[src/rtl/team_select_fsm.sv]
// team_select_fsm
//   Keyboard-driven team chooser. A cursor moves over a COLS x ROWS grid
//   (W/A/S/D, with wrap-around). ENTER adds the cursor index to the team.
//   BACKSPACE removes the last pick. When TEAM_SIZE slots are full the FSM
//   waits in CONFIRM for a final ENTER (DONE) or a BACKSPACE (back to SELECT).
//
// Ports
//   Clk         : clock; all state changes on the rising edge
//   Reset       : synchronous, active-high reset
//   keycode     : USB HID keycode (0 = no key); only a new non-zero code acts
//   enable      : IDLE -> SELECT
//   clear       : back to IDLE with an empty team (beats keys and enable)
//   cur_choice  : cursor index, row*COLS + col
//   my_team     : chosen indices, slot 0 in my_team[0]
//   num_chosen  : number of filled slots
//   done_select : high while in DONE
//   reject      : one-cycle pulse when ENTER hits an index already chosen
//   state_o     : IDLE=0, SELECT=1, CONFIRM=2, DONE=3
module team_select_fsm #(
    parameter int COLS      = 4,
    parameter int ROWS      = 2,
    parameter int TEAM_SIZE = 3,
    parameter int ID_W      = $clog2(COLS*ROWS),
    parameter int CNT_W     = $clog2(TEAM_SIZE+1)
) (
    input  logic                              Clk,
    input  logic                              Reset,
    input  logic [7:0]                        keycode,
    input  logic                              enable,
    input  logic                              clear,
    output logic [ID_W-1:0]                   cur_choice,
    output logic [TEAM_SIZE-1:0][ID_W-1:0]    my_team,
    output logic [CNT_W-1:0]                  num_chosen,
    output logic                              done_select,
    output logic                              reject,
    output logic [1:0]                        state_o
);

    localparam int RW = $clog2(ROWS);
    localparam int CW = $clog2(COLS);

    localparam logic [7:0] KEY_W     = 8'h1A;
    localparam logic [7:0] KEY_A     = 8'h04;
    localparam logic [7:0] KEY_S     = 8'h16;
    localparam logic [7:0] KEY_D     = 8'h07;
    localparam logic [7:0] KEY_ENTER = 8'h28;
    localparam logic [7:0] KEY_BKSP  = 8'h2A;

    typedef enum logic [1:0] {
        IDLE    = 2'd0,
        SELECT  = 2'd1,
        CONFIRM = 2'd2,
        DONE    = 2'd3
    } state_t;

    state_t                           state_q, state_n;
    logic [RW-1:0]                    row_q, row_n;
    logic [CW-1:0]                    col_q, col_n;
    logic [TEAM_SIZE-1:0][ID_W-1:0]   team_q, team_n;
    logic [CNT_W-1:0]                 num_q, num_n;
    logic                             reject_q, reject_n;
    logic [7:0]                       prev_key_q;
    logic                             key_ev;
    logic                             dup;

    always_ff @(posedge Clk) begin
        if (Reset) begin
            state_q    <= IDLE;
            row_q      <= '0;
            col_q      <= '0;
            team_q     <= '0;
            num_q      <= '0;
            reject_q   <= 1'b0;
            prev_key_q <= '0;
        end else begin
            state_q    <= state_n;
            row_q      <= row_n;
            col_q      <= col_n;
            team_q     <= team_n;
            num_q      <= num_n;
            reject_q   <= reject_n;
            prev_key_q <= keycode;
        end
    end

    // A held key acts only on the cycle it first appears.
    assign key_ev = (keycode != 8'h00) && (keycode != prev_key_q);

    always_comb begin
        cur_choice = ID_W'(row_q) * ID_W'(COLS) + ID_W'(col_q);
    end

    // Only the filled slots take part in the duplicate check.
    always_comb begin
        dup = 1'b0;
        for (int unsigned i = 0; i < TEAM_SIZE; i++) begin
            if ((CNT_W'(i) < num_q) && (team_q[i] == cur_choice))
                dup = 1'b1;
        end
    end

    always_comb begin
        state_n  = state_q;
        row_n    = row_q;
        col_n    = col_q;
        team_n   = team_q;
        num_n    = num_q;
        reject_n = 1'b0;

        if (clear) begin
            state_n = IDLE;
            row_n   = '0;
            col_n   = '0;
            team_n  = '0;
            num_n   = '0;
        end else begin
            unique case (state_q)
                IDLE: begin
                    if (enable) begin
                        state_n = SELECT;
                        row_n   = '0;
                        col_n   = '0;
                    end
                end
                SELECT: begin
                    if (key_ev) begin
                        case (keycode)
                            KEY_W: row_n = (row_q == '0) ? RW'(ROWS-1) : row_q - 1'b1;
                            KEY_S: row_n = (row_q == RW'(ROWS-1)) ? '0 : row_q + 1'b1;
                            KEY_A: col_n = (col_q == '0) ? CW'(COLS-1) : col_q - 1'b1;
                            KEY_D: col_n = (col_q == CW'(COLS-1)) ? '0 : col_q + 1'b1;
                            KEY_ENTER: begin
                                if (dup) begin
                                    reject_n = 1'b1;
                                end else if (num_q < CNT_W'(TEAM_SIZE)) begin
                                    for (int unsigned i = 0; i < TEAM_SIZE; i++)
                                        if (CNT_W'(i) == num_q)
                                            team_n[i] = cur_choice;
                                    num_n = num_q + 1'b1;
                                    if (num_q + 1'b1 == CNT_W'(TEAM_SIZE))
                                        state_n = CONFIRM;
                                end
                            end
                            KEY_BKSP: begin
                                if (num_q != '0) begin
                                    for (int unsigned i = 0; i < TEAM_SIZE; i++)
                                        if (CNT_W'(i) == num_q - 1'b1)
                                            team_n[i] = '0;
                                    num_n = num_q - 1'b1;
                                end
                            end
                            default: ;
                        endcase
                    end
                end
                CONFIRM: begin
                    if (key_ev) begin
                        if (keycode == KEY_ENTER) begin
                            state_n = DONE;
                        end else if (keycode == KEY_BKSP) begin
                            for (int unsigned i = 0; i < TEAM_SIZE; i++)
                                if (CNT_W'(i) == num_q - 1'b1)
                                    team_n[i] = '0;
                            num_n   = num_q - 1'b1;
                            state_n = SELECT;
                        end
                    end
                end
                DONE: ;
            endcase
        end
    end

    assign my_team     = team_q;
    assign num_chosen  = num_q;
    assign reject      = reject_q;
    assign done_select = (state_q == DONE);
    assign state_o     = state_q;

endmodule

[config.mk]
export PLATFORM = sky130hd
export DESIGN_NAME = team_select_fsm
export DESIGN_NICKNAME = d
export VERILOG_FILES = /design/src/rtl/team_select_fsm.sv
export SDC_FILE = /design/constraint.sdc
export NUM_CORES = 1
export LEC_CHECK = 0
export BUFFER_PORTS_ARGS = -buffer_cell sky130_fd_sc_hd__clkbuf_2
export CORE_MARGIN = 4
export CORE_UTILIZATION = 55
export DETAILED_ROUTE_END_ITERATION = 10
export GPL_TIMING_DRIVEN = 0
export PLACE_DENSITY = 0.89
export REMOVE_ABC_BUFFERS = 1
export SKIP_CTS_REPAIR_TIMING = 1
export SKIP_LAST_GASP = 1
export SYNTH_ARGS = -nofsm -noshare
export SYNTH_HDL_FRONTEND = slang
export SYNTH_SLANG_ARGS = --single-unit
[constraint.sdc]
create_clock -name Clk -period 3.1 [get_ports Clk]
set_clock_uncertainty 0.15 [all_clocks]
set_input_delay 0.465 -clock Clk [delete_from_list [all_inputs] [get_ports Clk]]
set_output_delay 0.465 -clock Clk [all_outputs]
set_load 0.01 [all_outputs]
# Word level (Yosys, flattened, before mapping)
# Cells that the tools add are included.
# op_classes
n_reduce_logical	22
bitwise_logic	3
addsub	7
magnitude_cmp	4
muxes	50
n_eq_ne	38
# op_table
operator	count
two-way mux 9 bit	7
two-way mux 2 bit	20
case mux 9 bit (2 select lines)	2
AND reduction 10 bit	3
inequality test 3 bit, second input constant	8
two-way mux 3 bit	6
inequality test 2 bit, second input constant	9
AND reduction 9 bit	2
equality test 8 x 3 -> 1 bit, second input constant	2
equality test 8 x 5 -> 1 bit, second input constant	2
equality test 8 x 6 -> 1 bit, second input constant	2
case mux 2 bit (2 select lines)	4
equality test 3 bit	3
equality test 2 bit, second input constant	4
zero test 2 bit	4
two-way mux 1 bit	8
inequality test 8 bit	1
AND reduction 4 bit	2
nonzero test 8 bit	1
inequality test 3 x 1 -> 1 bit, second input constant	2
case mux 2 bit (3 select lines)	1
nonzero test 2 bit	3
OR reduction 5 bit	1
adder 2 x 1 -> 2 bit, second input constant	2
15 further kinds	25
# word_totals
reg_bits	25
elab_cells	133

# Logic depth before layout (Yosys ltp)
# Gate-level depths: netlist of the first run.
# depth
depth_word	10
mapped_depth	9

# Worst setup path before layout of the first run
# Ideal clock, no wire load.
# synth_path
path_type	register to register
startpoint	register num_q[1] (netlist: num_chosen[1])
endpoint	register team_q, in the netlist my_team[0]
synth_period_minus_slack_ns	2.244
stages_incl_launch_ff	9
setup_ns	0.086
path_slack_ns	0.856
t_required_ns	2.864
arrival_ns	2.008
path_cell_list	dfxtp_1 > inv_1 > ha_1 > nand2b_1 > nor4_1 > nor4_2 > o211a_1 > and3_1 > a211oi_1
# synth_between
elab_chain_cells	7
# synth_rtl
item	line_no	text
start: declaration	60	logic [CNT_W-1:0] num_q, num_n;
start signal: assignment	80	num_q <= num_n;
subtractor 2 x 1 -> 2 bit or less-than comparator 1 x 2 -> 1 bit (tied branches)	147, 162, 97	
zero test 2 bit or logical AND 1 bit (tied branches)	147, 162, 97	
two-way mux 3 bit or two-way mux 1 bit (tied branches)	-	
two-way mux 9 bit, or another cell as far along	-	
case mux 9 bit (2 select lines), or another cell as far along	-	
two-way mux 9 bit, or another cell as far along	-	
case mux 9 bit (2 select lines) or AND reduction 10 bit (tied branches)	-	
end signal: assignment	79	team_q <= team_n;
end: declaration	59	logic [TEAM_SIZE-1:0][ID_W-1:0] team_q, team_n;
# Several ways; a longest one is shown, not always the timed one. The select of a mux whose other input is x is not followed.
# A chain may end at the register's enable or synchronous reset.

# Worst setup path after layout of the first run
# layout_path
startpoint	register num_q[1] (netlist: num_chosen[1])
endpoint	register team_q, in the netlist my_team[1]
# The elaborated chain is that of the path after synthesis.

==> out/results.txt, run 1 <==
Core Area - 2830 sq um
Placed insts - 245
Vias in the first global route - 1316
Multi-input combinational cell area - 1090 sq um
FMAX - 401 MHz
Layout cell share with drive strength beyond 1 - 0.188
Clk buf depth - 2
# IOs - 30
Final non-filler cell total - 249
Top cells by area, synth - dfxtp_1, ha_1, xnor2_1, nand2_1, mux2i_1
Via density - 5.83
EDFF count, synth - 0
Synthesized cell area - 1670 sq um
Clock latency on the worst-skew pair - 340 ps
Yosys top cell area share - 0.301
Worst path arrival time - 2610 ps
Endpoint class of the critical path - flop
Worst Tran Pin Value - 1080 ps
WP data required - 3210 ps
CTS tree - done
Die W - 63.0 microns
Asr flop ratio synth - 0
Chip height - 63.0 microns
Top FF cell, synth - dfxtp_1
Total track usage - 0.184
Starting DRT DRC Count - 80
DRC viols - 0
Slew Limit Fails - 0
Commonest cells in the netlist - dfxtp_1, nand2_1, xnor2_1
# port buffers - 29
Total wire length - 3530 microns
Die area - 3970 sq um
Sink Count - 25
Worst rel slew slack - 0.278
Crit Path Category - reg2reg
# rows - 19
Cell taking the most area after synthesis - dfxtp_1
Final min period - 2500 ps
RSZ-0062 raised after global routing - no
Antenna-violating nets left - 0
First-pass GRT wire length - 5950 microns
Detailed Place HPWL - 2700 microns
Status - finished clean
Final setup TNS - 0 ps
Peak VDD IR - 0.000196 V
Clock slew at reported path FFs - 140 ps
Register area - 500 sq um
Syn-to-layout area delta - 9.84%
First drt pass iteration count - 4
ANT cells - 0
Count of warnings emitted by yosys - 0
Lkg Pwr - 0.767 nW
Fill cells - 252
CP Max Fanout - 7
Hold Crit Class - in2reg
Wire per inst - 14.2 microns
H-tree level count - 1
Vias - 1452
Most frequent cell after synthesis - dfxtp_1
Avg Cell Area, Syn - 8.54 sq um
Gate count of the mapped netlist - 195
Post-synthesis register bit count - 25
Final Wtd Congestion - 0.885
Final hold vios - 0
Startpoint Class - flop
Max Cap Violations - 0
Initial Utilization - 0.589
CTS Buf Count - 3
Period utilisation layout - 0.805
Global route overflow - 0
Register area share after synthesis - 0.301
Root buffer cell - clkbuf_4
Fin nets - 243
Largest net degree at the start of global routing - 19
Initial antenna violation count - 0
Pwr/cell area - 323 nW/um^2
Finish-stage setup viols - 0
Library cells used by synthesis - 47
## cell usage in the layout, fill, tap and decap left out, types with 8 or more instances in the layout
| cell type | count |
|---|---|
| inv_1 | 8 |
| clkbuf_2 | 29 |
| nand2_1 | 22 |
| dfxtp_1 | 25 |
| ha_1 | 12 |
| xnor2_1 | 13 |
| nor2_1 | 9 |
| nor2b_1 | 9 |
## metrics by stage
step	total power [W]	utilization	setup WS, ps	hold WS, ps	instance area (sq um)
2_1_floorplan	0.000410	-	856	364	1620
3_3_place_gp	0.000441	0.637	594	335	1800
3_5_place_dp	0.000444	0.637	563	342	1800
4_1_cts	0.000594	0.647	594	253	1830
5_1_grt	0.000621	0.647	394	250	1830
6_report	0.000591	0.647	605	254	1830
## flip-flops by register name (all words and copies together) (netlist names)
signal and flops:
col_q 2, state_o 2, row_q 1, reject 1, prev_key_q 8, num_chosen 2, my_team 9
## critical path, stage by stage (launching register included)
cell,delay [ps]
dfxtp_1,460
inv_1,100
ha_1,250
nand2b_1,160
nor4_1,430
nor4_2,160
o211a_1,290
and3_1,220
a211oi_1,200
## final cells by class
class	instances	area share
multi-input cells	152	0.595
flip-flops and latches	25	0.274
repair buffers	29	0.0793
well taps	31	0.0212
inverters	8	0.0164
clock buffers	4	0.0144
## where the power goes
part	switching (W)	internal [W]	total, W
registers	0.00000821	0.000330	0.000339
clock network	0.000103	0.0000507	0.000154
logic	0.0000556	0.0000432	0.0000988
## layer usage
metal  global-route usage  wire (microns)  up-vias  share of wire
met5                    0               0        -              0
li1                     -               -      743              -
met3               0.0306             168        5          0.048
met2                0.307            1680       35           0.48
met1                0.235            1630      669           0.46
met4               0.0716              50        0          0.014
## final timing paths
| kind | start | end | slack, ps | cells after the start |
|---|---|---|---|---|
| worst min-delay path | keycode[5] | prev_key_q[5] | 250 | 2 |
| worst max register to register | num_chosen[1] | my_team[1] | 600 | 8 |
| worst max-delay path | num_chosen[1] | my_team[1] | 600 | 8 |
| worst min register to register | my_team[4] | my_team[4] | 360 | 2 |
## logic make-up (layout without fill, tap and decap cells)
family | Yosys count | after routing | synth area share
adder cells (fa/ha/maj) | 12 | 12 | 0.0902
flip-flops | 25 | 25 | 0.301
AND/OR/NAND/NOR | 79 | 79 | 0.270
XOR/XNOR | 20 | 20 | 0.105
multiplexers | 7 | 7 | 0.0421
AO/OA/AOI/OAI | 34 | 34 | 0.146
buffers and inverters | 18 | 41 | 0.0458
Power figures use the tool's default switching activity.
==> run 2: changes to the inputs <==
==> constraint.sdc (replaced) <==
create_clock -name Clk -period 2.61 [get_ports Clk]
set_clock_uncertainty 0.15 [all_clocks]
set_input_delay 0.3915 -clock Clk [delete_from_list [all_inputs] [get_ports Clk]]
set_output_delay 0.3915 -clock Clk [all_outputs]
set_load 0.01 [all_outputs]
==> run 2 against run 1 <==
  * Core utilization rose by 0.22 points
  * Worst hold slack lost 72 ps
  * Global-route usage unchanged
  * Non-clock buffer count stayed put
  * Critical path depth unchanged
  * Die area unchanged
  * Maximum frequency increased by 3.5%
  * Total power increased by 19%
  * Clock power grew 18%
  * Via count increased by 0.83%
  * Sequential power grew 19%
==> out/results.txt, run 2 (synthesized netlist as in run 1, its figures left out) <==
Status - finished clean (unchanged)
H-tree level count - 1 (unchanged)
CP Max Fanout - 7 (unchanged)
Power consumption - 0.000700 W (was 0.000591 W)
Peak VDD IR - 0.000231 V (was 0.000196 V)
Final Wtd Congestion - 0.885 (unchanged)
Layout cell share with drive strength beyond 1 - 0.193 (was 0.188)
Max Cap Violations - 0 (unchanged)
Slew Limit Fails - 0 (unchanged)
Endpoint class of the critical path - flop (unchanged)
Crit Path Category - reg2reg (unchanged)
Placed insts - 245 (unchanged)
Detailed Place HPWL - 2700 microns (unchanged)
Final hold vios - 0 (unchanged)
Hold Crit Class - in2reg (unchanged)
Hold Slack - 182 ps (was 254 ps)
Commonest non-fill, non-tap cell in the layout - clkbuf_2 (unchanged)
Antenna-violating nets left - 0 (unchanged)
First-pass GRT wire length - 5950 microns (unchanged)
Final non-filler cell total - 249 (unchanged)
Final min period - 2410 ps (was 2500 ps)
Pre-CTS setup slack - 146 ps (was 563 ps)
Core Area - 2830 sq um (unchanged)
Fin nets - 243 (unchanged)
Wire per inst - 14.3 microns (was 14.2 microns)
Total track usage - 0.184 (unchanged)
Period utilisation layout - 0.924 (was 0.805)
Worst path arrival time - 2520 ps (was 2610 ps)
Die area - 3970 sq um (unchanged)
Clock slew at reported path FFs - 140 ps (about the same)
Fill cells - 251 (was 252)
# rows - 19 (unchanged)
Pwr/cell area - 382 nW/um^2 (was 323 nW/um^2)
ANT cells - 0 (unchanged)
WP data required - 2720 ps (was 3210 ps)
Final worst setup slack - 199 ps (was 605 ps)
CTS Buf Count - 3 (unchanged)
Startpoint Class - flop (unchanged)
Final setup TNS - 0 ps (unchanged)
Chip height - 63.0 microns (unchanged)
First drt pass iteration count - 6 (was 4)
Hold Path Stages - 2 (unchanged)
Starting DRT DRC Count - 77 (was 80)
Root buffer cell - clkbuf_4 (unchanged)
Clk buf depth - 2 (unchanged)
Largest net degree at the start of global routing - 19 (unchanged)
Max reg flops - 9 (unchanged)
Vias - 1464 (was 1452)
Die W - 63.0 microns (unchanged)
Lkg Pwr - 0.768 nW (was 0.767 nW)
CTS tree - done (unchanged)
Finish-stage setup viols - 0 (unchanged)
Via density - 5.88 (was 5.83)
Syn-to-layout area delta - 10.2% (was 9.84%)
Worst Tran Pin Value - 1070 ps (was 1080 ps)
Global route overflow - 0 (unchanged)
Sink Count - 25 (unchanged)
# port buffers - 29 (unchanged)
Most frequent cells in the layout - clkbuf_2, dfxtp_1, nand2_1 (unchanged)
# IOs - 30 (unchanged)
Worst rel slew slack - 0.283 (was 0.278)
Clock latency on the worst-skew pair - 330 ps (was 340 ps)
FMAX - 415 MHz (was 401 MHz)
DRC viols - 0 (unchanged)
RSZ-0062 raised after global routing - no (unchanged)
Initial antenna violation count - 0 (unchanged)
Vias in the first global route - 1316 (unchanged)
Worst R2R Path Depth - 8 (unchanged)
Total wire length - 3570 microns (was 3530 microns)
Initial Utilization - 0.589 (unchanged)
==> run 2: cell counts in the layout (fill, tap and decap cells not counted) <==
No cell type changed its count.
==> run 2: layout make-up <==
cell class,count,area (sq um),share of cell area
timing repair buffer,29,145,0.0791
sequential,25,500,0.273
multi-input combinational,152,1090,0.596
inverter,8,30.0,0.0164
tap,31,38.8,0.0211
clock buffer,4,26.3,0.0143
==> run 2: through the flow <==
step,util,instance area [sq um]
after floorplan,-,1620
after global placement,0.637,1800
after detailed placement,0.637,1800
after CTS,0.647,1830
after global routing,0.649,1840
final,0.649,1840
==> run 2: critical path, cell delays in order (launching register included) <==
cell and delay (ps):
dfxtp_1 480, inv_1 100, ha_1 260, nand2b_1 180
nor4_2 320, nor4_2 140, o211a_1 280, and3_1 220
a211oi_1 200
==> run 2: worst paths after layout <==
path	end	slack [ps]	start
setup / recovery	my_team[1]	200	num_chosen[1]
hold / removal	prev_key_q[5]	180	keycode[5]
setup reg to reg	my_team[1]	200	num_chosen[1]
hold reg to reg	my_team[4]	360	my_team[4]
==> run 2: metal layers <==
layer / vias up / routed length, microns / global-route usage
met5: - / 0 / 0
met1: 671 / 1620 / 0.235
met2: 43 / 1690 / 0.307
li1: 745 / - / -
met4: 0 / 50 / 0.0716
met3: 5 / 203 / 0.0306
==> run 2: power breakdown <==
| group | switching, W | internal, W | leakage [nW] | total (W) |
|---|---|---|---|---|
| clock | 0.000121 | 0.0000601 | 0.0150 | 0.000181 |
| sequential | 0.00000976 | 0.000392 | 0.204 | 0.000402 |
| combinational | 0.0000662 | 0.0000513 | 0.549 | 0.000118 |
==> run 3: changes to the inputs <==
--- a/config.mk
+++ b/config.mk
@@ -6,6 +6,7 @@
 export NUM_CORES = 1
 export LEC_CHECK = 0
 export BUFFER_PORTS_ARGS = -buffer_cell sky130_fd_sc_hd__clkbuf_2
+export CORE_ASPECT_RATIO = 1.1
 export CORE_MARGIN = 4
 export CORE_UTILIZATION = 55
 export DETAILED_ROUTE_END_ITERATION = 10
==> run 3 against run 2 <==
  * Routed wire length grew 0.87%
  * Register-to-register slack gained 40 ps
  * Global-route usage grew 1.5 points
  * Die area is essentially flat
  * Flip-flop and latch count is the same
  * Clock power is essentially flat
  * First-iteration DRC count shrank 16%
  * Maximum frequency grew 1.5%
  * Non-clock buffer count is the same
  * Design area grew 0.20%
  * Final cell count grew 0.80%
  * Total power grew 0.11%
==> out/results.txt, run 3 (synthesized netlist as in run 1, its figures left out) <==
Status - finished clean (unchanged)
Final min period - 2370 ps (was 2410 ps)
Fin nets - 243 (unchanged)
Initial Utilization - 0.589 (about the same)
WP data required - 2710 ps (was 2720 ps)
FMAX - 421 MHz (was 415 MHz)
Root buffer cell - clkbuf_4 (unchanged)
Total track usage - 0.200 (was 0.184)
First drt pass iteration count - 4 (was 6)
Lkg Pwr - 0.771 nW (was 0.768 nW)
First-pass GRT wire length - 6180 microns (was 5950 microns)
Hold Crit Class - in2reg (unchanged)
Via density - 5.82 (was 5.88)
Worst path arrival time - 2480 ps (was 2520 ps)
Final hold vios - 0 (unchanged)
CTS tree - done (unchanged)
Die area - 3970 sq um (about the same)
# rows - 20 (was 19)
Worst rel slew slack - 0.263 (was 0.283)
Commonest non-fill, non-tap cell in the layout - clkbuf_2 (unchanged)
Switching Fraction - 0.285 (was 0.281)
Core Area - 2830 sq um (about the same)
Total wire length - 3600 microns (was 3570 microns)
Period utilisation layout - 0.910 (was 0.924)
Clock slew at reported path FFs - 150 ps (was 140 ps)
Final non-filler cell total - 251 (was 249)
Starting DRT DRC Count - 65 (was 77)
Largest net degree at the start of global routing - 19 (unchanged)
Peak VDD IR - 0.000336 V (was 0.000231 V)
Placed Area - 1810 sq um (was 1800 sq um)
Wire per inst - 14.3 microns (about the same)
Most frequent cells in the layout - clkbuf_2, dfxtp_1, nand2_1 (unchanged)
Sequential power share - 0.573 (was 0.574)
Sink Count - 25 (unchanged)
Crit Path Category - reg2reg (unchanged)
Clk buf depth - 2 (unchanged)
Worst Tran Pin Value - 1100 ps (was 1070 ps)
CP Max Fanout - 11 (was 7)
H-tree level count - 1 (unchanged)
Vias in the first global route - 1435 (was 1316)
Post-route cell area - 1840 sq um (about the same)
DRC viols - 0 (unchanged)
Die W - 60.5 microns (was 63.0 microns)
Syn-to-layout area delta - 10.4% (was 10.2%)
Pwr/cell area - 381 nW/um^2 (was 382 nW/um^2)
Slew Limit Fails - 0 (unchanged)
Chip height - 65.7 microns (was 63.0 microns)
Final Wtd Congestion - 0.831 (was 0.885)
Max Cap Violations - 0 (unchanged)
Post-layout util - 0.650 (was 0.649)
Endpoint class of the critical path - flop (unchanged)
Clock latency on the worst-skew pair - 340 ps (was 330 ps)
Antenna-violating nets left - 0 (unchanged)
Pint - 0.000501 W (was 0.000504 W)
CTS Buf Count - 3 (unchanged)
RSZ-0062 raised after global routing - no (unchanged)
Detailed Place HPWL - 2760 microns (was 2700 microns)
Max reg flops - 9 (unchanged)
Fill cells - 253 (was 251)
# port buffers - 29 (unchanged)
Global route overflow - 0 (unchanged)
Final setup TNS - 0 ps (unchanged)
Layout cell share with drive strength beyond 1 - 0.197 (was 0.193)
Finish-stage setup viols - 0 (unchanged)
Register area - 500 sq um (unchanged)
Placed insts - 247 (was 245)
# IOs - 30 (unchanged)
Multi-input combinational cell area - 1090 sq um (unchanged)
Vias - 1460 (was 1464)
ANT cells - 0 (unchanged)
Sw power - 0.000200 W (was 0.000197 W)
Combinational power share - 0.168 (about the same)
Clk network pwr share - 0.258 (about the same)
Power consumption - 0.000701 W (was 0.000700 W)
Startpoint Class - flop (unchanged)
Initial antenna violation count - 0 (unchanged)
run 3: cell types whose count changed in the layout (fill, tap and decap cells not counted), sizes merged:
cell	change
clkbuf	-1
clkinv	+1
run 3: worst paths after layout:
path / startpoint / end / slack [ps] / depth (start not counted)
worst min-delay path: keycode[6] / prev_key_q[6] / 180 / 2
worst max register to register: state_o[1] / my_team[7] / 240 / 8
worst max-delay path: state_o[1] / my_team[7] / 240 / 8
worst min register to register: my_team[6] / my_team[6] / 360 / 2
run 3: per-layer routing:
metal	part of all wire	GRT usage	routed length (microns)
met2	0.48	0.330	1740
met5	0	0	0
met1	0.45	0.254	1620
met3	0.055	0.0255	197
met4	0.012	0.0894	42
run 3: worst max-delay path, stage by stage (launching register included):
cell and delay [ps]:
dfxtp_1 430, inv_1 110, ha_1 330, nand2_1 100, and3_1 150, a31oi_1 40, nor4_1 510, nand3_1 250
o22ai_1 250
run 3: area by class of cell:
cell class                 instances  area share
multi-input combinational        152       0.595
sequential                        25       0.272
timing repair buffer              29      0.0789
tap                               33      0.0224
inverter                           8      0.0163
clock buffer                       3      0.0122
clock inverter                     1     0.00272
run 3: power by group through the flow:
stage | Sequential [W] | Clock (W) | Combinational (W)
2_1_floorplan | 0.000410 | 0 | 0.0000768
3_3_place_gp | 0.000410 | 0 | 0.000114
3_5_place_dp | 0.000411 | 0 | 0.000117
4_1_cts | 0.000402 | 0.000181 | 0.000118
5_1_grt | 0.000404 | 0.000193 | 0.000132
6_report | 0.000402 | 0.000181 | 0.000118
run 3: metrics by stage:
step	setup slack, ps	hold WS [ps]
final	235	176
after CTS	166	186
after global routing	37.5	191
after detailed placement	150	342
after global placement	160	334
after floorplan	366	308
